### src/rtl/seg_pkg.sv
// rtl/seg_pkg.sv - shared types, constants and suppression helper for the seven-segment scanner
package seg_pkg;

    localparam int unsigned MAX_DIGITS = 8;

    localparam logic [MAX_DIGITS-1:0] ANODE_OFF = '1;

    typedef enum logic [1:0] {
        ST_IDLE  = 2'd0,
        ST_BLANK = 2'd1,
        ST_DRIVE = 2'd2
    } seg_state_e;

    // Bit i set means digit i is a leading zero to hide: every nibble from i
    // up to the most significant digit is zero. Digit 0 always stays visible.
    function automatic logic [MAX_DIGITS-1:0] lz_suppress_mask(
        input logic [4*MAX_DIGITS-1:0] nibbles,
        input int unsigned             n_digits,
        input logic                    lz_en
    );
        logic [MAX_DIGITS-1:0] mask;
        logic                  seen_nonzero;
        mask         = '0;
        seen_nonzero = 1'b0;
        for (int i = MAX_DIGITS - 1; i >= 0; i--) begin
            if (i < int'(n_digits)) begin
                seen_nonzero = seen_nonzero | (nibbles[i*4 +: 4] != 4'h0);
                mask[i]      = lz_en & (i != 0) & ~seen_nonzero;
            end
        end
        return mask;
    endfunction

endpackage

### src/rtl/seg_prescaler.sv
// rtl/seg_prescaler.sv - terminal-count divider with sync clear and wrap pulse
module seg_prescaler #(
    parameter int unsigned DIV = 50000,
    parameter int unsigned W   = (DIV > 1) ? $clog2(DIV) : 1
) (
    input  logic         clk,
    input  logic         rst_n,
    input  logic         clr_i,
    input  logic         en_i,
    output logic [W-1:0] count_next_o,
    output logic         wrap_o
);

    logic [W-1:0] count_q;
    logic [W-1:0] count_d;

    // Next count: clear wins, otherwise count up and wrap at terminal count.
    always_comb begin
        count_d = count_q;
        wrap_o  = 1'b0;
        if (clr_i) begin
            count_d = '0;
        end else if (en_i) begin
            if (count_q == W'(DIV - 1)) begin
                count_d = '0;
                wrap_o  = 1'b1;
            end else begin
                count_d = count_q + 1'b1;
            end
        end
    end

    // Count register.
    always_ff @(posedge clk or negedge rst_n) begin
        if (!rst_n) begin
            count_q <= '0;
        end else begin
            count_q <= count_d;
        end
    end

    assign count_next_o = count_d;

endmodule

### src/rtl/seven_seg_scanner.sv
// rtl/seven_seg_scanner.sv - time-multiplexed digit scanner for a common-anode display bank
module seven_seg_scanner
    import seg_pkg::*;
#(
    parameter int unsigned NUM_DIGITS   = 4,
    parameter int unsigned REFRESH_DIV  = 50000,
    parameter int unsigned BLANK_CYCLES = 16
) (
    input  logic                    clk,
    input  logic                    rst_n,
    input  logic                    enable,
    input  logic [4*NUM_DIGITS-1:0] value,
    input  logic                    load,
    input  logic [NUM_DIGITS-1:0]   dp_mask,
    input  logic                    lz_blank,
    output logic [3:0]              digit_value,
    output logic [NUM_DIGITS-1:0]   an_n,
    output logic                    dp_n,
    output logic                    frame_start
);

    localparam int unsigned IW = $clog2(NUM_DIGITS);
    localparam int unsigned PW = (REFRESH_DIV > 1) ? $clog2(REFRESH_DIV) : 1;

    seg_state_e              state_q, state_d;
    logic [IW-1:0]           idx_q, idx_d;
    logic [4*NUM_DIGITS-1:0] pend_q, pend_d;
    logic [4*NUM_DIGITS-1:0] frame_q, frame_d;
    logic [3:0]              dv_q, dv_d;
    logic [NUM_DIGITS-1:0]   an_int_q, an_int_d;
    logic                    dp_int_q, dp_int_d;
    logic [NUM_DIGITS-1:0]   an_q;
    logic                    dp_q;
    logic                    fs_q, fs_d;

    logic [PW-1:0]           presc_next;
    logic                    presc_wrap;
    logic                    presc_clr;
    logic                    boundary;
    logic                    lit;
    logic [MAX_DIGITS-1:0]   supp;

    // The prescaler only runs while scanning; IDLE pins it at 0 so the
    // first BLANK cycle after enable starts a fresh slot.
    assign presc_clr = ~enable | (state_q == ST_IDLE);

    seg_prescaler #(
        .DIV (REFRESH_DIV),
        .W   (PW)
    ) u_prescaler (
        .clk          (clk),
        .rst_n        (rst_n),
        .clr_i        (presc_clr),
        .en_i         (1'b1),
        .count_next_o (presc_next),
        .wrap_o       (presc_wrap)
    );

    // Next state, digit index, frame latch and first-stage outputs, all
    // computed from next-state values so they land on the same edge.
    always_comb begin
        state_d  = state_q;
        idx_d    = idx_q;
        frame_d  = frame_q;
        pend_d   = load ? value : pend_q;
        boundary = 1'b0;

        if (!enable) begin
            state_d = ST_IDLE;
            idx_d   = '0;
        end else if (state_q == ST_IDLE) begin
            state_d  = ST_BLANK;
            idx_d    = '0;
            boundary = 1'b1;
        end else begin
            if (presc_wrap) begin
                if (idx_q == IW'(NUM_DIGITS - 1)) begin
                    idx_d    = '0;
                    boundary = 1'b1;
                end else begin
                    idx_d = idx_q + 1'b1;
                end
            end
            state_d = (presc_next < PW'(BLANK_CYCLES)) ? ST_BLANK : ST_DRIVE;
        end

        // pend_d already folds in a same-cycle load, so it reaches the frame.
        if (boundary) begin
            frame_d = pend_d;
        end

        supp     = lz_suppress_mask(32'(frame_d), NUM_DIGITS, lz_blank);
        lit      = (state_d == ST_DRIVE) & ~supp[idx_d];
        an_int_d = ANODE_OFF[NUM_DIGITS-1:0];
        if (lit) begin
            an_int_d[idx_d] = 1'b0;
        end
        dp_int_d = ~(lit & dp_mask[idx_d]);
        dv_d     = frame_d[idx_d*4 +: 4];
        fs_d     = (state_d != ST_IDLE) & (idx_d == '0) & (presc_next == '0);
    end

    // FSM state register.
    always_ff @(posedge clk or negedge rst_n) begin
        if (!rst_n) begin
            state_q <= ST_IDLE;
        end else begin
            state_q <= state_d;
        end
    end

    // Datapath registers; anode/dp get a second stage to match the decoder delay.
    always_ff @(posedge clk or negedge rst_n) begin
        if (!rst_n) begin
            idx_q    <= '0;
            pend_q   <= '0;
            frame_q  <= '0;
            dv_q     <= '0;
            an_int_q <= ANODE_OFF[NUM_DIGITS-1:0];
            dp_int_q <= 1'b1;
            an_q     <= ANODE_OFF[NUM_DIGITS-1:0];
            dp_q     <= 1'b1;
            fs_q     <= 1'b0;
        end else begin
            idx_q    <= idx_d;
            pend_q   <= pend_d;
            frame_q  <= frame_d;
            dv_q     <= dv_d;
            an_int_q <= an_int_d;
            dp_int_q <= dp_int_d;
            an_q     <= an_int_q;
            dp_q     <= dp_int_q;
            fs_q     <= fs_d;
        end
    end

    assign digit_value = dv_q;
    assign an_n        = an_q;
    assign dp_n        = dp_q;
    assign frame_start = fs_q;

endmodule

### config.mk
export PLATFORM = sky130hd
export DESIGN_NAME = seven_seg_scanner
export DESIGN_NICKNAME = d
export VERILOG_FILES = /design/src/rtl/seg_pkg.sv /design/src/rtl/seg_prescaler.sv /design/src/rtl/seven_seg_scanner.sv
export SDC_FILE = /design/constraint.sdc
export NUM_CORES = 1
export LEC_CHECK = 0
export CAP_MARGIN = 10
export CORE_AREA = 10 10 86 88
export DETAILED_ROUTE_END_ITERATION = 8
export DIE_AREA = 0 0 96 98
export DONT_BUFFER_PORTS = 1
export PLACE_DENSITY = 0.73
export SYNTH_ARGS = -nofsm -noshare
export SYNTH_HDL_FRONTEND = slang
export SYNTH_SLANG_ARGS = --single-unit
### constraint.sdc
create_clock -name clk -period 2.1 [get_ports clk]
set_input_delay 0.315 -clock clk [delete_from_list [all_inputs] [get_ports clk]]
set_output_delay 0.315 -clock clk [all_outputs]
set_load 0.02 [all_outputs]
==> run_results.csv, run 1 <==
group,metric,value,unit
die,ios,35,
global_route,antenna_found_initial,0,
synth,syn_nets,279,
synth,synth_compound_area_share,5.181,%
synth,syn_inst,252,
global_route,grt_remaining_overflow,0,
critical_path,worst_r2r_endpoint,"dp_int_q$_DFF_PN1_",
global_route,grt_max_degree,68,
clock_network,clockBufferDepth,2,
placed_design,place.port_buffers,0,
timing,finalSetupViolations,9,
cells_and_area,drive_above_1_share,40.48,%
critical_path,start_kind,"flop",
clock_network,clock-sinks,67,
timing,worstMarginPinSlew,541.3,ps
routing,viasPerCell,5.665,
die,start_util,54.22,%
synth,ys_top_cells_by_area,"dfrtp_1 (46%), mux2_2 (10%), dfstp_2 (8.4%)",
cells_and_area,layout_common_cells,"dfrtp_1 (57), mux2_2 (31), buf_4 (29), nor2_1 (17), mux2i_1 (14)",
placed_design,placedCellCount,341,
critical_path,cp.arrival,2440,ps
timing,relSlewSlack,63.58,%
cells_and_area,fillers,416,
clock_network,cts_root_buffer,"clkbuf_8",
timing,hold_viol_final,0,
timing,finalCritPeriodShare,103.8,%
synth,yosysWarnings,0,
global_route,grt_usage,14.40,%
clock_network,cts.clk_slew.worst_paths,80,ps
critical_path,r2r_setup_slack,-80,ps
cells_and_area,antenna_cells,0,
synth,synth_flop_cell,"dfrtp_1",
cells_and_area,fin_nets,311,
pwr,p_leak,1.572,nW
job,cap_violations,0,
status,violations,"setup timing",
cells_and_area,layout_commonest_cell,"dfrtp_1",
global_route,grt_pass1_vias,2151,
placed_design,hpwl,4423,um
synth,yosysTopAreaCellShare,45.78,%
global_route,grt_first_pass_wirelength,10740,um
cells_and_area,final-instance-count-excl-fill,364,
routing,drt_wl_total,6767,um
synth,synthXorXnorAreaFrac,4.779,%
synth,synthArstFlopShare,100.0,%
die,die_x,96,um
routing,first_pass_iters,4,
die,core_area,5746,um^2
pwr,power.density,758.9,nW/um^2
clock_network,insertion_delay,350,ps
routing,ant_nets,0,
placed_design,place_ws,-93.28,ps
critical_path,endpoint,"dp_int_q$_DFF_PN1_",
synth,yosys.area_share.simple,14.42,%
critical_path,critPathKind,"reg2reg",
routing,drtIter0Drc,64,
critical_path,cp_max_fo,11,
pwr,vdd_drop_max,0.5616,mV
clock_network,cts_tree,"done",
critical_path,cpPeakStageDelay,580,ps
synth,synthMuxAreaShare,17.39,%
critical_path,crit_chain,"or4b_4 -> nor4_4 -> mux2i_2 -> buf_12 -> mux2i_1 -> mux2i_1 -> o211ai_1",
status,status,"complete, but fails checks",
critical_path,slowest_stage,"or4b_4",
critical_path,end_kind,"flop",
worst_hold_path,min_path_type,"in2reg",
synth,synth_edf_count,0,
synth,synth_top_family_by_area,"multiplexers",
placed_design,place.gp.congestion,0.8142,
synth,synth.ff_latch_count,67,
synth,syn_area,3115,um^2
timing,grt_setup_unrepaired,"true",
synth,yosysSeqAreaShare,54.22,%
timing,slew_violations,0,
critical_path,r2r-start,"u_prescaler.count_q[10]$_DFF_PN0_",
pwr,finalPower,2.879,mW
routing,num_vias,2062,
clock_network,htree_levels,3,
synth,syn_avg_cell_area,12.36,um^2
critical_path,crit_start,"u_prescaler.count_q[10]$_DFF_PN0_",
timing,timing.final.ws_setup,-79.59,ps
die,die-area,9408,um^2
cells_and_area,syn_to_final_growth,21.77,%
cells_and_area,final_core_util,66.03,%
routing,drcViolationCount,0,
critical_path,crit_required,2370,ps
critical_path,ff2ff_path_depth,7,
die,num_rows,28,
timing,period_needed,2180,ps
die,die_y,98,um
synth,synthDistinctLibCells,47,
critical_path,crit_top_cell,"mux2i_1",
clock_network,numCtsBuffers,9,
timing,skew,11.35,ps
synth,synthAdderAreaFrac,0.8032,%
synth,yosys.area.top_type,"dfrtp_1",
routing,wl_per_cell,18.59,um
timing,max_freq,458.8,MHz
per-stage QoR:
step | hold slack, ps | TNS [ps] | area, um^2
final | 106.9 | -350.0 | 3794
after global placement | 22.44 | -121.7 | 3379
after CTS | 105.2 | -336.9 | 3640
after detailed placement | 22.44 | -507.8 | 3379
after global routing | 114.8 | -1077 | 3794
after floorplan | 19.41 | -839.5 | 3119
metal layers:
layer,GRT usage [%],vias to the layer above,wire length [um]
met5,0,-,0
met4,5.789,0,90
met3,4.824,10,387
met2,22.42,49,3417
met1,17.77,1035,2871
li1,-,968,-
power breakdown:
group	switching, mW	internal (mW)
registers	0.0731	1.40
logic	0.132	0.140
clock network	0.518	0.615
worst max-delay path: cells and delay by family (launching register included):
kind	cells	cell delay [ps]
mux	3	620
buf+inv	1	190
simple gates	2	790
flops	1	380
compound gates	1	110
cells in the mapped netlist (2+ instances only):
cell       number
ha_1            2
dfstp_2        10
nand2_1         8
buf_6           3
and3_1          4
or3_1           3
o2111ai_1       3
xnor2_1        11
or4_1           2
dfrtp_1        57
a21oi_1         4
mux2_2         28
nor2_1         20
buf_2           8
a31oi_1         2
clkbuf_1        4
xor2_1          6
nor4_1          5
mux2_1          5
nor3_1          3
a311oi_1        2
o211ai_1        2
nand3_1        12
mux2i_1        17
inv_1           2
o21ai_0         3
nand4_1         4
nor4_2          2
nand4bb_1       2
repair_timing:
| action | in CTS | in global routing |
|---|---|---|
| endpoints found under the setup margin | 10 | 14 |
| pin swaps | 0 | 7 |
| setup buffers | 0 | 5 |
| hold buffers | 2 | 0 |
| gates cloned | 0 | 1 |
| endpoints found under the hold margin | 67 | 0 |
| resized for setup | 4 | 24 |
state kept, by name (all words and copies together) (netlist names):
name,flops
dp_int_q,1
an_n,4
dp_n,1
u_prescaler.count_q,16
frame_start,1
digit_value,4
frame_q,16
idx_q,2
pend_q,16
an_int_q,4
state_q,2
worst min-delay path by stage:
stage / startpoint / end / slack [ps] / depth (start not counted)
after floorplan: rst_n / digit_value[0]$_DFF_PN0_ / 20 / 0
after global routing: enable / state_q[0]$_DFF_PN0_ / 110 / 1
final: enable / state_q[0]$_DFF_PN0_ / 110 / 1
after global placement: rst_n / u_prescaler.count_q[7]$_DFF_PN0_ / 20 / 0
after detailed placement: rst_n / u_prescaler.count_q[13]$_DFF_PN0_ / 20 / 0
after CTS: enable / state_q[0]$_DFF_PN0_ / 110 / 1
cell type report:
| class | count | area (um^2) | area share, % |
|---|---|---|---|
| clock buffer | 11 | 151.4 | 3.991 |
| clock inverter | 5 | 58.81 | 1.550 |
| inverter | 3 | 11.26 | 0.2968 |
| multi-input combinational | 167 | 1438 | 37.90 |
| sequential | 67 | 1689 | 44.53 |
| tap | 75 | 93.84 | 2.474 |
| timing repair buffer | 36 | 351.6 | 9.268 |
kinds of logic (layout without fill, tap and decap cells):
group / count (synthesis) / after routing
AOI/OAI and AO/OA: 23 / 23
xor gates and xnor gates: 17 / 17
adders and majority gates: 2 / 2
buffers and inverters: 18 / 55
DFF: 67 / 67
muxes: 50 / 50
and+or+nand+nor: 75 / 75
Power figures use the tool's default switching activity.
==> inputs of run 2 (changes only) <==
==> constraint.sdc (replaced) <==
create_clock -name clk -period 1.9 [get_ports clk]
set_input_delay 0.285 -clock clk [delete_from_list [all_inputs] [get_ports clk]]
set_output_delay 0.285 -clock clk [all_outputs]
set_load 0.02 [all_outputs]
==> run 2 against run 1 <==
  * The run still ends with setup timing left
  * Sequential power up 10%
  * Total power up 9.7%
  * First-iteration DRC count up 66%
  * Largest cell class unchanged
  * Core utilization up 3.1 points
  * Via count up 4.8%
  * Design area up 4.7%
  * Global-route usage up 0.38 points
  * Flip-flop and latch count unchanged
  * Critical endpoint is now digit_value[1]$_DFF_PN0_
==> run_results.csv, run 2 (synthesis gave the netlist of run 1 again) <==
group,metric,value,unit
critical_path,end_kind,"flop",
routing,wl_per_cell,18.13,um
die,start_util,54.22,%
clock_network,insertion_delay,350,ps
routing,drcViolationCount,0,
die,die_x,96,um
routing,ant_nets,0,
timing,max_freq,442.3,MHz
timing,grt_setup_unrepaired,"true",
critical_path,start_kind,"flop",
pwr,vdd_drop_max,0.6089,mV
clock_network,htree_levels,3,
critical_path,r2r-start,"u_prescaler.count_q[10]$_DFF_PN0_",
pwr,power.density,794.8,nW/um^2
timing,hold_viol_final,0,
die,ios,35,
clock_network,clockBufferDepth,2,
critical_path,cp.arrival,2480,ps
routing,num_vias,2160,
placed_design,place.port_buffers,0,
clock_network,numCtsBuffers,9,
status,violations,"setup timing",
timing,timing.final.ws_setup,-360.8,ps
global_route,grt_remaining_overflow,0,
job,cap_violations,0,
pwr,finalPower,3.157,mW
clock_network,cts.clk_slew.worst_paths,70,ps
placed_design,place.gp.congestion,0.8303,
die,num_rows,28,
routing,drtIter0Drc,106,
timing,period_needed,2261,ps
timing,finalSetupViolations,31,
die,core_area,5746,um^2
cells_and_area,final_core_util,69.14,%
clock_network,cts_root_buffer,"clkbuf_8",
critical_path,crit_start,"u_prescaler.count_q[10]$_DFF_PN0_",
timing,skew,10.87,ps
cells_and_area,seq_area,1689,um^2
timing,slew_violations,0,
global_route,grt_pass1_vias,2275,
pwr,p_leak,1.656,nW
routing,drt_wl_total,6909,um
cells_and_area,layout_commonest_cell,"dfrtp_1",
timing,relSlewSlack,65.62,%
cells_and_area,drive_above_1_share,45.75,%
timing,fin_setup_tns,-5205,ps
timing,worstMarginPinSlew,509.1,ps
global_route,grt_first_pass_wirelength,10990,um
critical_path,critPathKind,"reg2reg",
global_route,grt_usage,14.78,%
global_route,grt_max_degree,68,
die,die_y,98,um
placed_design,hpwl,4532,um
critical_path,crit_required,2110,ps
worst_hold_path,min-delay-start,"enable",
die,die-area,9408,um^2
cells_and_area,layout_common_cells,"dfrtp_1 (57), buf_4 (40), mux2_2 (28), nand3_1 (12), mux2i_1 (12)",
cells_and_area,fin_nets,328,
cells_and_area,reg_top3,"frame_q x16, pend_q x16, u_prescaler.count_q x16",
cells_and_area,syn_to_final_growth,27.51,%
worst_hold_path,min_path_type,"in2reg",
timing,finalCritPeriodShare,119.0,%
cells_and_area,antenna_cells,0,
cells_and_area,fillers,394,
cells_and_area,multi_input_area,1493,um^2
critical_path,cp_max_fo,6,
routing,viasPerCell,5.669,
routing,first_pass_iters,4,
clock_network,cts_tree,"done",
clock_network,clock-sinks,67,
global_route,antenna_found_initial,0,
status,status,"complete, but fails checks",
-- run 2: cell types whose count changed in the layout (fill, tap and decap cells not counted), moves of 2 or more --
cell | previous run | this run
a21oi_1 | 4 | 2
buf_4 | 29 | 40
nor2_4 | 0 | 6
buf_6 | 1 | 8
a21oi_2 | 1 | 3
clkbuf_1 | 0 | 3
mux2_4 | 2 | 4
mux2i_1 | 14 | 12
nor2_1 | 17 | 10
mux2_2 | 31 | 28
nor4_2 | 1 | 3
mux2i_2 | 2 | 4
-- run 2: layout make-up --
cell class                 instances  share of cell area (%)
tap                               75                   2.362
sequential                        67                   42.52
clock buffer                      14                   4.094
inverter                           3                  0.4094
timing repair buffer              53                   12.16
clock inverter                     2                  0.8819
multi-input combinational        167                   37.57
-- run 2: per-stage QoR --
stage	cell area (um^2)	hold WS, ps	instances	setup slack (ps)
6_report	3973	81.14	381	-360.8
5_1_grt	3973	80.16	381	-454.4
4_1_cts	3820	72.33	377	-324.4
3_5_place_dp	3472	-7.600	355	-308.3
3_3_place_gp	3472	-7.656	355	-291.3
2_1_floorplan	3147	-10.59	252	-339.9
-- run 2: critical path, cell delays in order, from the launching register on --
cell and delay [ps]:
dfrtp_1 400, or4b_4 570, nor4_4 260, mux2i_2 350, buf_6 200, mux2i_2 240
mux2i_1 110
-- run 2: report_power, final --
part	switching, mW	total (mW)	internal (mW)
logic	0.162	0.338	0.175
clock network	0.518	1.20	0.678
registers	0.0759	1.62	1.55
total	0.756	3.16	2.40
-- run 2: what timing repair did --
item,in CTS,in global routing
pin swaps,3,11
hold buffers,2,0
buffers inserted,5,5
endpoints found under the hold margin,67,0
resized for setup,20,28
setup endpoints to repair,18,37
-- run 2: final timing paths --
path	to	slack, ps	depth (start not counted)
max in group asynchronous	an_int_q[2]$_DFF_PN1_	1070	2
worst min-delay path	state_q[0]$_DFF_PN0_	80	1
worst min register to register	an_n[2]$_DFF_PN1_	350	0
worst max-delay path	digit_value[1]$_DFF_PN0_	-360	6
min in group asynchronous	idx_q[0]$_DFF_PN0_	520	2
worst max register to register	digit_value[1]$_DFF_PN0_	-360	6
-- run 2: routing by layer --
| layer | vias up | track usage [%] | part of all wire [%] |
|---|---|---|---|
| li1 | 1007 | - | - |
| met1 | 1093 | 17.90 | 41 |
| met2 | 50 | 23.61 | 51 |
| met3 | 10 | 4.135 | 5.9 |
| met4 | 0 | 6.697 | 1.8 |
| met5 | - | 0 | 0 |
